`src/rtl/scan_mux_clock.sv`:
```
// scan_mux_clock: time-multiplexed display driver for the digital clock.
// Picks a window of DIGITS source digits starting at a frame-latched offset
// and scans them one at a time onto a shared BCD bus with a one-hot select.
// Digits flagged in update_mask blink at a rate locked to the scan frame.
//
// Ports:
//   clk          system clock, rising edge
//   reset        synchronous, active-high reset
//   bcd_src      packed source digits, src[i] = bcd_src[4i+3:4i]
//   offset       source index shown on display position 0 (taken at frame wrap)
//   update_mask  bit i set: source digit i is being edited
//   blink_en     enables blinking of masked digits
//   digit_sel    one-hot select of the displayed position (all-zero in reset)
//   bcd_out      value for the selected position (BLANK when blanked/out of range)
//   frame_start  one-cycle pulse on the first cycle of each scan frame
module scan_mux_clock #(
  parameter int unsigned DIGITS       = 4,
  parameter int unsigned SRC_DIGITS   = 6,
  parameter int unsigned SCAN_DIV     = 50000,
  parameter int unsigned BLINK_FRAMES = 64,
  parameter logic [3:0]  BLANK        = 4'hF,
  localparam int unsigned OFFW        = (SRC_DIGITS <= 2) ? 1 : $clog2(SRC_DIGITS)
) (
  input  logic                    clk,
  input  logic                    reset,
  input  logic [4*SRC_DIGITS-1:0] bcd_src,
  input  logic [OFFW-1:0]         offset,
  input  logic [SRC_DIGITS-1:0]   update_mask,
  input  logic                    blink_en,
  output logic [DIGITS-1:0]       digit_sel,
  output logic [3:0]              bcd_out,
  output logic                    frame_start
);

  localparam int unsigned PW   = $clog2(SCAN_DIV);
  localparam int unsigned IDXW = $clog2(DIGITS);
  localparam int unsigned FW   = (BLINK_FRAMES <= 1) ? 1 : $clog2(BLINK_FRAMES);
  localparam int unsigned SW   = OFFW + 4;

  localparam logic [PW-1:0]   PRESC_MAX = PW'(SCAN_DIV - 1);
  localparam logic [IDXW-1:0] IDX_MAX   = IDXW'(DIGITS - 1);
  localparam logic [FW-1:0]   FCNT_MAX  = FW'(BLINK_FRAMES - 1);

  // ST_START is the single cycle out of reset: it opens frame 0 at position 0
  // without advancing the prescaler, so position 0 still gets a full dwell.
  typedef enum logic {
    ST_START,
    ST_SCAN
  } state_e;

  state_e            state_q, state_d;
  logic [PW-1:0]     presc_q, presc_d;
  logic [IDXW-1:0]   idx_q, idx_d;
  logic [FW-1:0]     fcnt_q, fcnt_d;
  logic              blink_q, blink_d;
  logic [OFFW-1:0]   off_q, off_d;
  logic [DIGITS-1:0] digit_sel_q, digit_sel_d;
  logic [3:0]        bcd_q, bcd_d;
  logic              frame_start_q, frame_start_d;

  logic [SW-1:0]     src_idx;
  logic [3:0]        src_val;
  logic              src_valid;
  logic              src_masked;

  always_comb begin
    state_d       = state_q;
    presc_d       = presc_q;
    idx_d         = idx_q;
    fcnt_d        = fcnt_q;
    blink_d       = blink_q;
    off_d         = off_q;
    frame_start_d = 1'b0;

    case (state_q)
      ST_START: begin
        state_d       = ST_SCAN;
        frame_start_d = 1'b1;
      end
      default: begin
        if (presc_q == PRESC_MAX) begin
          presc_d = '0;
          if (idx_q == IDX_MAX) begin
            idx_d         = '0;
            off_d         = offset;
            frame_start_d = 1'b1;
            if (fcnt_q == FCNT_MAX) begin
              fcnt_d  = '0;
              blink_d = ~blink_q;
            end else begin
              fcnt_d = fcnt_q + 1'b1;
            end
          end else begin
            idx_d = idx_q + 1'b1;
          end
        end else begin
          presc_d = presc_q + 1'b1;
        end
      end
    endcase

    // Output is computed from next-state values so a new offset or blink
    // phase lands together on the first digit of the new frame.
    src_idx    = {4'b0000, off_d} + SW'(idx_d);
    src_val    = '0;
    src_valid  = 1'b0;
    src_masked = 1'b0;
    for (int unsigned i = 0; i < SRC_DIGITS; i++) begin
      if (src_idx == SW'(i)) begin
        src_valid  = 1'b1;
        src_val    = bcd_src[4*i +: 4];
        src_masked = update_mask[i];
      end
    end

    if (!src_valid) begin
      bcd_d = BLANK;
    end else if (src_masked && blink_en && !blink_d) begin
      bcd_d = BLANK;
    end else begin
      bcd_d = src_val;
    end

    digit_sel_d = DIGITS'(1) << idx_d;
  end

  always_ff @(posedge clk) begin
    if (reset) begin
      state_q       <= ST_START;
      presc_q       <= '0;
      idx_q         <= '0;
      fcnt_q        <= '0;
      blink_q       <= 1'b1;
      off_q         <= '0;
      digit_sel_q   <= '0;
      bcd_q         <= BLANK;
      frame_start_q <= 1'b0;
    end else begin
      state_q       <= state_d;
      presc_q       <= presc_d;
      idx_q         <= idx_d;
      fcnt_q        <= fcnt_d;
      blink_q       <= blink_d;
      off_q         <= off_d;
      digit_sel_q   <= digit_sel_d;
      bcd_q         <= bcd_d;
      frame_start_q <= frame_start_d;
    end
  end

  assign digit_sel   = digit_sel_q;
  assign bcd_out     = bcd_q;
  assign frame_start = frame_start_q;

endmodule

```
`config.mk`:
```
export PLATFORM = sky130hd
export DESIGN_NAME = scan_mux_clock
export DESIGN_NICKNAME = d
export VERILOG_FILES = /design/src/rtl/scan_mux_clock.sv
export SDC_FILE = /design/constraint.sdc
export NUM_CORES = 1
export LEC_CHECK = 0
export BUFFER_PORTS_ARGS = -buffer_cell sky130_fd_sc_hd__buf_4
export CAP_MARGIN = 20
export CORE_ASPECT_RATIO = 1.2
export CORE_MARGIN = 2
export CORE_UTILIZATION = 48
export CTS_CLUSTER_DIAMETER = 60
export CTS_CLUSTER_SIZE = 40
export DETAILED_ROUTE_END_ITERATION = 16
export MAX_ROUTING_LAYER = met4
export PLACE_DENSITY_LB_ADDON = 0.12
export SLEW_MARGIN = 10
export SYNTH_ARGS = -nofsm -noshare
export SYNTH_HDL_FRONTEND = slang
export SYNTH_SLANG_ARGS = --single-unit
```
`constraint.sdc`:
```
create_clock -name clk -period 3.25 [get_ports clk]
set_input_delay 0.325 -clock clk [delete_from_list [all_inputs] [get_ports clk]]
set_output_delay 0.325 -clock clk [all_outputs]
set_load 0.005 [all_outputs]
```
==> key figures, run 1 <==
Synthesis
  – Post-synth EDFFs: 0
  – Area leader, netlist: dfxtp_1
  – Synth Instances: 215
  – Dominant synthesized flop cell: dfxtp_1
  – Synth Warn #: 0
  – Avg Inst Size Synth: 9.364 µm²
  – Async S/R FF share, synth: 0
  – Area contributors post-synth: dfxtp_1, mux4_2, nor2_1
  – Synth top area share: 0.3779
  – Flops & latches, synth: 38
  – Syn Std Cell Area: 0.002013 mm²
  – Cell variety after synth: 46
  – Seq/Total Area, Yosys: 0.3779
  – Post-Syn Nets: 256

Clock network
  – Deepest clock path buffer count: 2
  – Clk_lat worst skew: 0.29 ns
  – Clk sinks: 38
  – CTS Buf Count: 5
  – CTS tree: built
  – Htree depth: 2
  – CTS Hold Bufs: 0
  – Setup bufs post-CTS: 0
  – Clock-pin slew on the worst setup and hold paths: 0.07 ns
  – Resized cells post-CTS: 0
  – Root buffer cell: clkbuf_8

Setup path
  – WS Path Type: flip-flop to flip-flop
  – CP max stage delay: 0.58 ns
  – Cells on worst reg2reg path: 11
  – Worst reg2reg path endpoint: bcd_out[0]
  – Setup slack on the worst flop-to-flop path: 0.13 ns
  – Cell Chain, Critical Path: or4b_4, nor4_4, and3_4, mux2_2, ha_1, ha_4, mux4_2, nand2_1, a21oi_1, o2111ai_2, nand3_1
  – Crit path launch type: flip-flop
  – Reg-to-reg critical path startpoint: presc_q[11]
  – Critical Path End Type: flip-flop
  – Slowest CP cell: or4b_4
  – CP required: 3.42 ns
  – Crit path arrival time: 3.29 ns
  – Crit path max fanout: 6

STA
  – Worst-Margin Slew: 0.4891 ns
  – Final Max Slew Viols: 0
  – Worst Skew: 0.003788 ns
  – Minimum clock period: 3.124 ns
  – Rel. slew slack: 0.6710
  – Hold Fails Final Rpt: 0
  – Crit share post-route: 0.9611
  – Fmax: 0.3201 GHz
  – Setup TNS: 0 ns
  – Final setup vio count: 0

Drt
  – Final wirelength: 4.706 mm
  – DRC violations left: 0
  – Avg Vias per Cell: 5.464
  – DRT iter0 DRCs: 111
  – Via Count: 1,825
  – Wire length per cell: 14.09 µm
  – Pre-Repair DR Iteration Count: 4
  – Antenna-violating nets left: 0

Finish
  – Area occupied by multi-input gates: 0.001247 mm²
  – Nets: 320
  – Layout cells sized above 1: 0.3464
  – ANT cells: 0
  – Reg area: 760.7 µm²
  – Final core utilization: 0.6702
  – Fillcell total: 329
  – Area growth syn-to-layout: 32.26%

Power
  – Power Internal: 694.6 µW
  – Clock power share: 0.369
  – Switching share of power: 0.2136
  – Max VDD drop: 281.6 µV
  – Logic pwr share: 0.092
  – Sw Pwr: 188.7 µW
  – Pwr Density: 331.7 mW/mm²
  – Sequential Power Share: 0.539
  – Leak Pwr: 1.086 nW

Global route
  – Largest net degree at the start of global routing: 17
  – Overflow after GRT: 0
  – First-pass GRT wire length: 7.741 mm
  – GRT Util Overall: 0.2163
  – Number of global-route vias before repair: 1,770
  – Initial antenna violation count: 0

Floorplanning
  – Row count: 25
  – Chip Width: 63.12 µm
  – Chip height: 74.95 µm
  – Core Box Area: 0.003973 mm²
  – Initial Util: 0.5068
  – Die ar.: 0.004731 mm²
  – IO Pins: 45

Worst hold path
  – Hold Crit Class: input port to flip-flop
  – Worst Hold Path EP: off_q[1]
  – Hold Path Stages: 3
  – HP Start: offset[1]

Run
  – Max-cap violation count: 0

Placed design
  – GPL Wtd Cong: 0.8418
  – Port Buffer Count: 44
  – DP Wirelength: 3.587 mm

Run status
  – Status: finished clean
[logic make-up (layout without fill, tap and decap cells)]
group / count (synthesis) / count (layout) / share of synthesized area
AOI/OAI and AO/OA: 28 / 28 / 0.09323
DFF: 38 / 38 / 0.3779
muxes: 18 / 18 / 0.1293
and+or+nand+nor: 95 / 95 / 0.2604
xor gates and xnor gates: 20 / 20 / 0.08701
buffers and inverters: 11 / 76 / 0.02113
adders and majority gates: 5 / 5 / 0.03108
[cells in the mapped netlist, types with 5 or more instances]
cell	instances
mux4_2	5
nor2_1	28
mux2i_1	5
nand4_1	8
o21ai_0	9
mux2_2	6
ha_1	5
xnor2_1	8
a21oi_1	5
xor2_1	12
nand2_1	14
nand3_1	11
dfxtp_1	38
[flip-flops by register name (all words and copies together) (netlist names)]
signal / cells
bcd_out: 4
fcnt_q: 6
frame_start: 1
state_q: 1
presc_q: 16
idx_q: 2
off_q: 3
blink_q: 1
digit_sel: 4
[worst max-delay path: cells and delay by family (launching register included)]
family / cells / cell delay [ns]
flip-flops: 1 / 0.34
multiplexers: 2 / 0.62
adder cells (fa/ha/maj): 2 / 0.56
AND/OR/NAND/NOR: 5 / 1.18
AO/OA/AOI/OAI: 2 / 0.30
[power groups by stage]
stage	logic (mW)	clock network [mW]	registers, mW
floorplan	0.0264	0	0.488
global placement	0.0799	0	0.486
detailed placement	0.0812	0	0.487
CTS	0.0818	0.334	0.476
global route	0.0877	0.355	0.476
finish	0.0816	0.326	0.476
[metal layers]
layer / global-route usage / wire length (µm) / vias to the layer above
met5: - / 0 / -
met4: 0.09136 / 80 / 0
met3: 0.05531 / 228 / 9
met2: 0.3735 / 2369 / 45
met1: 0.2401 / 2027 / 861
li1: - / - / 910
[final cells by class]
cell class                 instances  area share
inverter                           4    0.005639
sequential                        38      0.2857
clock buffer                       7     0.03242
timing repair buffer              64      0.1805
multi-input combinational        166      0.4685
clock inverter                     1    0.001880
tap                               54     0.02538
[worst max path at each step]
stage	cells after the start	to	startpoint
2_1_floorplan	13	bcd_out[0]	presc_q[0]
3_3_place_gp	11	bcd_out[1]	presc_q[11]
3_5_place_dp	11	bcd_out[2]	presc_q[11]
4_1_cts	11	bcd_out[2]	presc_q[11]
5_1_grt	11	bcd_out[3]	presc_q[11]
6_report	11	bcd_out[0]	presc_q[11]
[cell usage in the layout (no fill, tap or decap), types with 2 or more instances in the layout]
cell | Yosys | final
a21oi_1 | 5 | 5
ha_1 | 5 | 4
a21boi_0 | 2 | 2
or3_1 | 4 | 4
nor4_4 | 1 | 2
and3_1 | 4 | 3
and2_1 | 2 | 2
or4_1 | 2 | 2
nand4b_1 | 2 | 2
xor2_1 | 12 | 12
nand3_1 | 11 | 11
o21ai_0 | 9 | 9
mux2_4 | 2 | 2
a22oi_1 | 4 | 4
mux2i_1 | 5 | 5
buf_4 | 0 | 64
nand2_1 | 14 | 14
nor2_1 | 28 | 28
nor4_1 | 4 | 3
o21ai_1 | 2 | 2
inv_1 | 4 | 4
and4_1 | 2 | 2
xnor2_1 | 8 | 8
mux2_2 | 6 | 6
nor3_1 | 3 | 2
nand4_1 | 8 | 8
dfxtp_1 | 38 | 38
mux4_2 | 5 | 5
clkbuf_8 | 0 | 6
[per-stage QoR]
| step | area (µm²) | worst slack (ns) | instances | hold slack, ns | power (mW) |
|---|---|---|---|---|---|
| 6_report | 2663 | 0.1264 | 334 | 0.3055 | 0.8833 |
| 5_1_grt | 2663 | -0.009564 | 334 | 0.3105 | 0.9188 |
| 4_1_cts | 2640 | 0.01027 | 334 | 0.2969 | 0.8920 |
| 3_5_place_dp | 2549 | 0.03824 | 326 | 0.4872 | 0.5678 |
| 3_3_place_gp | 2549 | 0.09918 | 326 | 0.4799 | 0.5664 |
| 2_1_floorplan | 2036 | 0.03150 | 215 | 0.4439 | 0.5148 |
Note: power is estimated with default switching activity, not from simulation.
==> inputs of run 2 (changes only) <==
--- a/config.mk
+++ b/config.mk
@@ -9,7 +9,7 @@
 export CAP_MARGIN = 20
 export CORE_ASPECT_RATIO = 1.2
 export CORE_MARGIN = 2
-export CORE_UTILIZATION = 48
+export CORE_UTILIZATION = 45
 export CTS_CLUSTER_DIAMETER = 60
 export CTS_CLUSTER_SIZE = 40
 export DETAILED_ROUTE_END_ITERATION = 16
==> key figures, run 2 (synthesis gave the netlist of run 1 again) <==
Finish
  – Most common cell after layout, fill and taps aside: buf_4 (unchanged)
  – Layout Cells excl Fill: 340 (was 334)
  – Biggest register: presc_q (unchanged)
  – Final core utilization: 0.6305 (was 0.6702)
  – Nets: 324 (was 320)
  – Area growth syn-to-layout: 34.49% (was 32.26%)
  – Max reg flops: 16 (unchanged)
  – Reg area: 762.0 µm² (was 760.7 µm²)
  – Area occupied by multi-input gates: 0.001259 mm² (was 0.001247 mm²)
  – Most frequent cells in the layout: buf_4, dfxtp_1, nor2_1 (unchanged)
  – ANT cells: 0 (unchanged)
  – Layout cells sized above 1: 0.3592 (was 0.3464)
  – Biggest regs: presc_q: 16 flops, fcnt_q: 6 flops (unchanged)
  – Fillcell total: 384 (was 329)

STA
  – Final setup vio count: 0 (unchanged)
  – Rel. slew slack: 0.7168 (was 0.6710)
  – Worst-Margin Slew: 0.4216 ns (was 0.4891 ns)
  – Fmax: 0.3196 GHz (was 0.3201 GHz)
  – Hold Fails Final Rpt: 0 (unchanged)
  – Final Max Slew Viols: 0 (unchanged)
  – Crit share post-route: 0.9629 (was 0.9611)
  – Final Worst Setup Slack: 0.1207 ns (was 0.1264 ns)
  – Worst Skew: 0.004060 ns (was 0.003788 ns)
  – Hold_ws: 0.2766 ns (was 0.3055 ns)
  – Minimum clock period: 3.129 ns (was 3.124 ns)

Setup path
  – Critical Path End Type: flip-flop (unchanged)
  – CP required: 3.42 ns (about the same)
  – Cell Chain, Critical Path: or4b_4, nor4_4, and3_4, mux2_4, ha_4, mux4_2, nand2_1, a21oi_1, o2111ai_2, nand3_1 (was or4b_4, nor4_4, and3_4, mux2_2, ha_1, ha_4, mux4_2, nand2_1, a21oi_1, o2111ai_2, nand3_1)
  – Crit path launch type: flip-flop (unchanged)
  – Slowest CP cell: or4b_4 (unchanged)
  – Crit path max fanout: 5 (was 6)
  – WS Path Type: flip-flop to flip-flop (unchanged)
  – CP max stage delay: 0.57 ns (was 0.58 ns)
  – Crit path arrival time: 3.30 ns (was 3.29 ns)

Clock network
  – CTS Hold Bufs: 0 (unchanged)
  – Root buffer cell: clkbuf_8 (unchanged)
  – Htree depth: 2 (unchanged)
  – Clk sinks: 38 (unchanged)
  – Clock-pin slew on the worst setup and hold paths: 0.07 ns (about the same)
  – CTS Buf Count: 5 (unchanged)
  – Clk_lat worst skew: 0.29 ns (about the same)
  – Deepest clock path buffer count: 2 (unchanged)
  – CTS tree: built (unchanged)

Floorplanning
  – IO Pins: 45 (unchanged)
  – Core Box Area: 0.004294 mm² (was 0.003973 mm²)
  – Chip Width: 65.06 µm (was 63.12 µm)
  – Row count: 26 (was 25)
  – Initial Util: 0.4688 (was 0.5068)
  – Die ar.: 0.005027 mm² (was 0.004731 mm²)
  – Chip height: 77.27 µm (was 74.95 µm)

Placed design
  – # placed instances: 330 (was 326)
  – GPL Wtd Cong: 0.8292 (was 0.8418)
  – DP Wirelength: 3.767 mm (was 3.587 mm)
  – Post-Place Worst Slack: 0.05166 ns (was 0.03824 ns)
  – Port Buffer Count: 44 (unchanged)

Drt
  – DRC violations left: 0 (unchanged)
  – Via Count: 1,807 (was 1,825)
  – Pre-Repair DR Iteration Count: 4 (unchanged)
  – Antenna-violating nets left: 0 (unchanged)
  – Wire length per cell: 14.57 µm (was 14.09 µm)
  – Final wirelength: 4.954 mm (was 4.706 mm)
  – Avg Vias per Cell: 5.315 (was 5.464)
  – DRT iter0 DRCs: 65 (was 111)

Power
  – Pwr Density: 328.0 mW/mm² (was 331.7 mW/mm²)
  – Design Power: 888.0 µW (was 883.3 µW)
  – Leak Pwr: 1.100 nW (was 1.086 nW)
  – Max VDD drop: 439.6 µV (was 281.6 µV)

Worst hold path
  – Hold Crit Class: input port to flip-flop (unchanged)

Global route
  – Largest net degree at the start of global routing: 17 (unchanged)
  – Number of global-route vias before repair: 1,733 (was 1,770)
  – First-pass GRT wire length: 7.879 mm (was 7.741 mm)
  – Initial antenna violation count: 0 (unchanged)
  – Overflow after GRT: 0 (unchanged)
  – GRT Util Overall: 0.2069 (was 0.2163)

Run status
  – Status: finished clean (unchanged)

Run
  – Max-cap violation count: 0 (unchanged)
-- run 2: area by class of cell --
type | count | area share
clock inverters | 1 | 0.001848
well taps | 56 | 0.02588
repair buffers | 68 | 0.1885
flip-flops and latches | 38 | 0.2814
inverters | 4 | 0.005545
clock buffers | 7 | 0.03189
multi-input cells | 166 | 0.4649
-- run 2: worst paths after layout --
path / startpoint / to / slack [ns] / depth (start not counted)
worst max-delay path: presc_q[4] / bcd_out[1] / 0.12 / 10
worst min-delay path: offset[1] / off_q[1] / 0.28 / 3
worst max register to register: presc_q[4] / bcd_out[1] / 0.12 / 10
worst min register to register: fcnt_q[5] / fcnt_q[5] / 0.51 / 2
-- run 2: metrics by stage --
stage          instance area, µm²  TNS (ns)
3_5_place_dp                 2566         0
6_report                     2708         0
3_3_place_gp                 2566         0
4_1_cts                      2658         0
2_1_floorplan                2036         0
5_1_grt                      2708  -0.02987
-- run 2: critical path, delay by kind of cell, from the launching register on --
kind	cells	cell delay (ns)
AO/OA/AOI/OAI	2	0.29
adder cells (fa/ha/maj)	1	0.29
flip-flops	1	0.32
multiplexers	2	0.81
AND/OR/NAND/NOR	5	1.30
-- run 2: metal layers --
layer / global-route usage / vias to the layer above / wire length, µm
met2: 0.3464 / 52 / 2451
met1: 0.2468 / 827 / 2111
met4: 0.06250 / 0 / 100
met5: - / - / 0
met3: 0.04692 / 8 / 291
li1: - / 920 / -
-- run 2: power breakdown --
part | internal [mW] | switching [mW] | leakage [nW]
Combinational | 0.0511 | 0.0322 | 0.742
Sequential | 0.473 | 0.00272 | 0.309
Clock | 0.171 | 0.158 | 0.0482
-- run 2: repair_timing --
action	4_1_cts	5_1_grt
endpoints found under the setup margin	0	4
gates resized for setup	0	5
setup buffers	0	2
==> inputs of run 3 (changes only) <==
--- a/config.mk
+++ b/config.mk
@@ -15,6 +15,7 @@
 export DETAILED_ROUTE_END_ITERATION = 16
 export MAX_ROUTING_LAYER = met4
 export PLACE_DENSITY_LB_ADDON = 0.12
+export RECOVER_POWER = 50
 export SLEW_MARGIN = 10
 export SYNTH_ARGS = -nofsm -noshare
 export SYNTH_HDL_FRONTEND = slang
==> key figures, run 3 (synthesis gave the netlist of run 1 again) <==
Clock network
  – CTS tree: built (unchanged)
  – Clock-pin slew on the worst setup and hold paths: 0.07 ns (about the same)
  – Clk sinks: 38 (unchanged)
  – Deepest clock path buffer count: 2 (unchanged)
  – CTS Buf Count: 5 (unchanged)
  – Htree depth: 2 (unchanged)
  – Root buffer cell: clkbuf_8 (unchanged)
  – CTS Hold Bufs: 0 (unchanged)
  – Clk_lat worst skew: 0.29 ns (about the same)

Setup path
  – CP max stage delay: 0.57 ns (about the same)
  – Worst reg2reg path endpoint: bcd_out[1] (unchanged)
  – Crit path launch type: flip-flop (unchanged)
  – CP top delay family: simple AND/OR/NAND/NOR gates (unchanged)
  – Origin of the worst setup path: presc_q[4] (unchanged)
  – Worst setup endpoint: bcd_out[1] (unchanged)
  – Cells on worst reg2reg path: 10 (unchanged)
  – Crit path max fanout: 5 (unchanged)
  – Reg-to-reg critical path startpoint: presc_q[4] (unchanged)
  – Crit path arrival time: 3.30 ns (about the same)
  – Crit path buffers/inverters: 0 (unchanged)
  – Slowest CP cell: or4b_4 (unchanged)
  – Critical Path End Type: flip-flop (unchanged)
  – Setup slack on the worst flop-to-flop path: 0.12 ns (about the same)
  – CP required: 3.42 ns (about the same)
  – Critical path depth: 10 (unchanged)
  – WS Path Type: flip-flop to flip-flop (unchanged)
  – Cell Chain, Critical Path: or4b_4, nor4_4, and3_4, mux2_4, ha_4, mux4_2, nand2_1, a21oi_1, o2111ai_2, nand3_1 (unchanged)

Drt
  – Wire length per cell: 14.50 µm (was 14.57 µm)
  – DRT iter0 DRCs: 47 (was 65)
  – Avg Vias per Cell: 5.318 (was 5.315)
  – DRC violations left: 0 (unchanged)
  – Pre-Repair DR Iteration Count: 4 (unchanged)
  – Via Count: 1,808 (was 1,807)
  – Antenna-violating nets left: 0 (unchanged)
  – Final wirelength: 4.931 mm (was 4.954 mm)

Power
  – Pwr Density: 328.1 mW/mm² (was 328.0 mW/mm²)
  – Design Power: 885.0 µW (was 888.0 µW)
  – Max VDD drop: 439.3 µV (was 439.6 µV)
  – Leak Pwr: 1.089 nW (was 1.100 nW)

Worst hold path
  – Hold Crit Class: input port to flip-flop (unchanged)

Placed design
  – Post-Place Worst Slack: 0.05166 ns (unchanged)
  – Port Buffer Count: 44 (unchanged)
  – Placed Area: 0.002566 mm² (unchanged)
  – GPL Wtd Cong: 0.8292 (unchanged)
  – DP Wirelength: 3.767 mm (unchanged)

Global route
  – Number of global-route vias before repair: 1,733 (unchanged)
  – GRT Util Overall: 0.2069 (unchanged)
  – Met3 Usage GRT: 0.04692 (unchanged)
  – GR Util met2: 0.3464 (unchanged)
  – Largest net degree at the start of global routing: 17 (unchanged)
  – First-pass GRT wire length: 7.879 mm (unchanged)
  – Overflow after GRT: 0 (unchanged)
  – Initial antenna violation count: 0 (unchanged)
  – GRT busiest layer: met2 (unchanged)
  – Met1 usage: 0.2468 (unchanged)

Finish
  – Most common cell after layout, fill and taps aside: buf_4 (unchanged)
  – Biggest register: presc_q (unchanged)
  – Fillcell total: 384 (unchanged)
  – Biggest regs: presc_q: 16 flops, fcnt_q: 6 flops (unchanged)
  – Area occupied by multi-input gates: 0.001256 mm² (was 0.001259 mm²)
  – Layout cells sized above 1: 0.3486 (was 0.3592)
  – Max reg flops: 16 (unchanged)
  – Area growth syn-to-layout: 34.00% (was 34.49%)
  – Most frequent cells in the layout: buf_4, dfxtp_1, nor2_1 (unchanged)
  – Reg area: 762.0 µm² (unchanged)
  – ANT cells: 0 (unchanged)
  – Post-route cell area: 0.002698 mm² (was 0.002708 mm²)
  – Nets: 324 (unchanged)

STA
  – Worst Skew: 0.003950 ns (was 0.004060 ns)
  – Worst-Margin Slew: 0.7088 ns (was 0.4216 ns)
  – Final Max Slew Viols: 0 (unchanged)
  – Crit share post-route: 0.9634 (was 0.9629)
  – Final Worst Setup Slack: 0.1190 ns (was 0.1207 ns)
  – Fmax: 0.3194 GHz (was 0.3196 GHz)
  – Final setup vio count: 0 (unchanged)
  – Rel. slew slack: 0.5275 (was 0.7168)
  – Hold Fails Final Rpt: 0 (unchanged)
  – Minimum clock period: 3.131 ns (was 3.129 ns)

Floorplanning
  – Core Box Area: 0.004294 mm² (unchanged)
  – Initial Util: 0.4688 (unchanged)
  – IO Pins: 45 (unchanged)
  – Die ar.: 0.005027 mm² (unchanged)
  – Row count: 26 (unchanged)
  – Chip height: 77.27 µm (unchanged)
  – Chip Width: 65.06 µm (unchanged)

Run status
  – Status: finished clean (unchanged)

Run
  – Max-cap violation count: 0 (unchanged)
-- run 3: changes by cell type in the layout (fill, tap and decap cells not counted), sizes merged --
cell / change
buf: -11
clkbuf: +11
-- run 3: worst register-to-register path, stage by stage, from the launching register on --
cell,delay [ns]
dfxtp_2,0.32
or4b_4,0.57
nor4_4,0.30
and3_4,0.23
mux2_4,0.31
ha_4,0.29
mux4_2,0.50
nand2_1,0.08
a21oi_1,0.05
o2111ai_2,0.24
nand3_1,0.12
-- run 3: through the flow --
step | TNS [ns] | hold WS [ns] | std cells | utilization
floorplan | 0 | 0.4439 | 215 | -
global placement | 0 | 0.4692 | 330 | 0.5976
detailed placement | 0 | 0.4932 | 330 | 0.5976
CTS | 0 | 0.2729 | 338 | 0.6189
global route | -0.02982 | 0.2760 | 340 | 0.6282
finish | 0 | 0.2781 | 340 | 0.6282
-- run 3: report_power, final --
part / switching (mW) / internal (mW)
logic: 0.0319 / 0.0495
clock network: 0.157 / 0.171
registers: 0.00267 / 0.473
-- run 3: cell type report --
type                    count  area share
clock inverters             1    0.001855
clock buffers               7     0.03200
flip-flops and latches     38      0.2825
well taps                  56     0.02597
inverters                   4    0.005566
multi-input cells         166      0.4657
repair buffers             68      0.1865
-- run 3: timing repair --
item	4_1_cts	5_1_grt
setup endpoints to repair	0	4
resized for setup	0	5
buffers inserted	0	2
-- run 3: how the worst min path moves through the flow --
| stage | from | end | cells after the start |
|---|---|---|---|
| finish | offset[1] | off_q[1] | 3 |
| global placement | fcnt_q[5] | fcnt_q[5] | 2 |
| CTS | offset[1] | off_q[1] | 3 |
| floorplan | reset | state_q | 1 |
| global route | offset[1] | off_q[1] | 3 |
| detailed placement | fcnt_q[5] | fcnt_q[5] | 2 |
-- run 3: routing by layer --
metal,wire (µm),up-vias
met3,269,8
met2,2451,56
li1,-,921
met4,97,0
met5,0,-
met1,2113,823
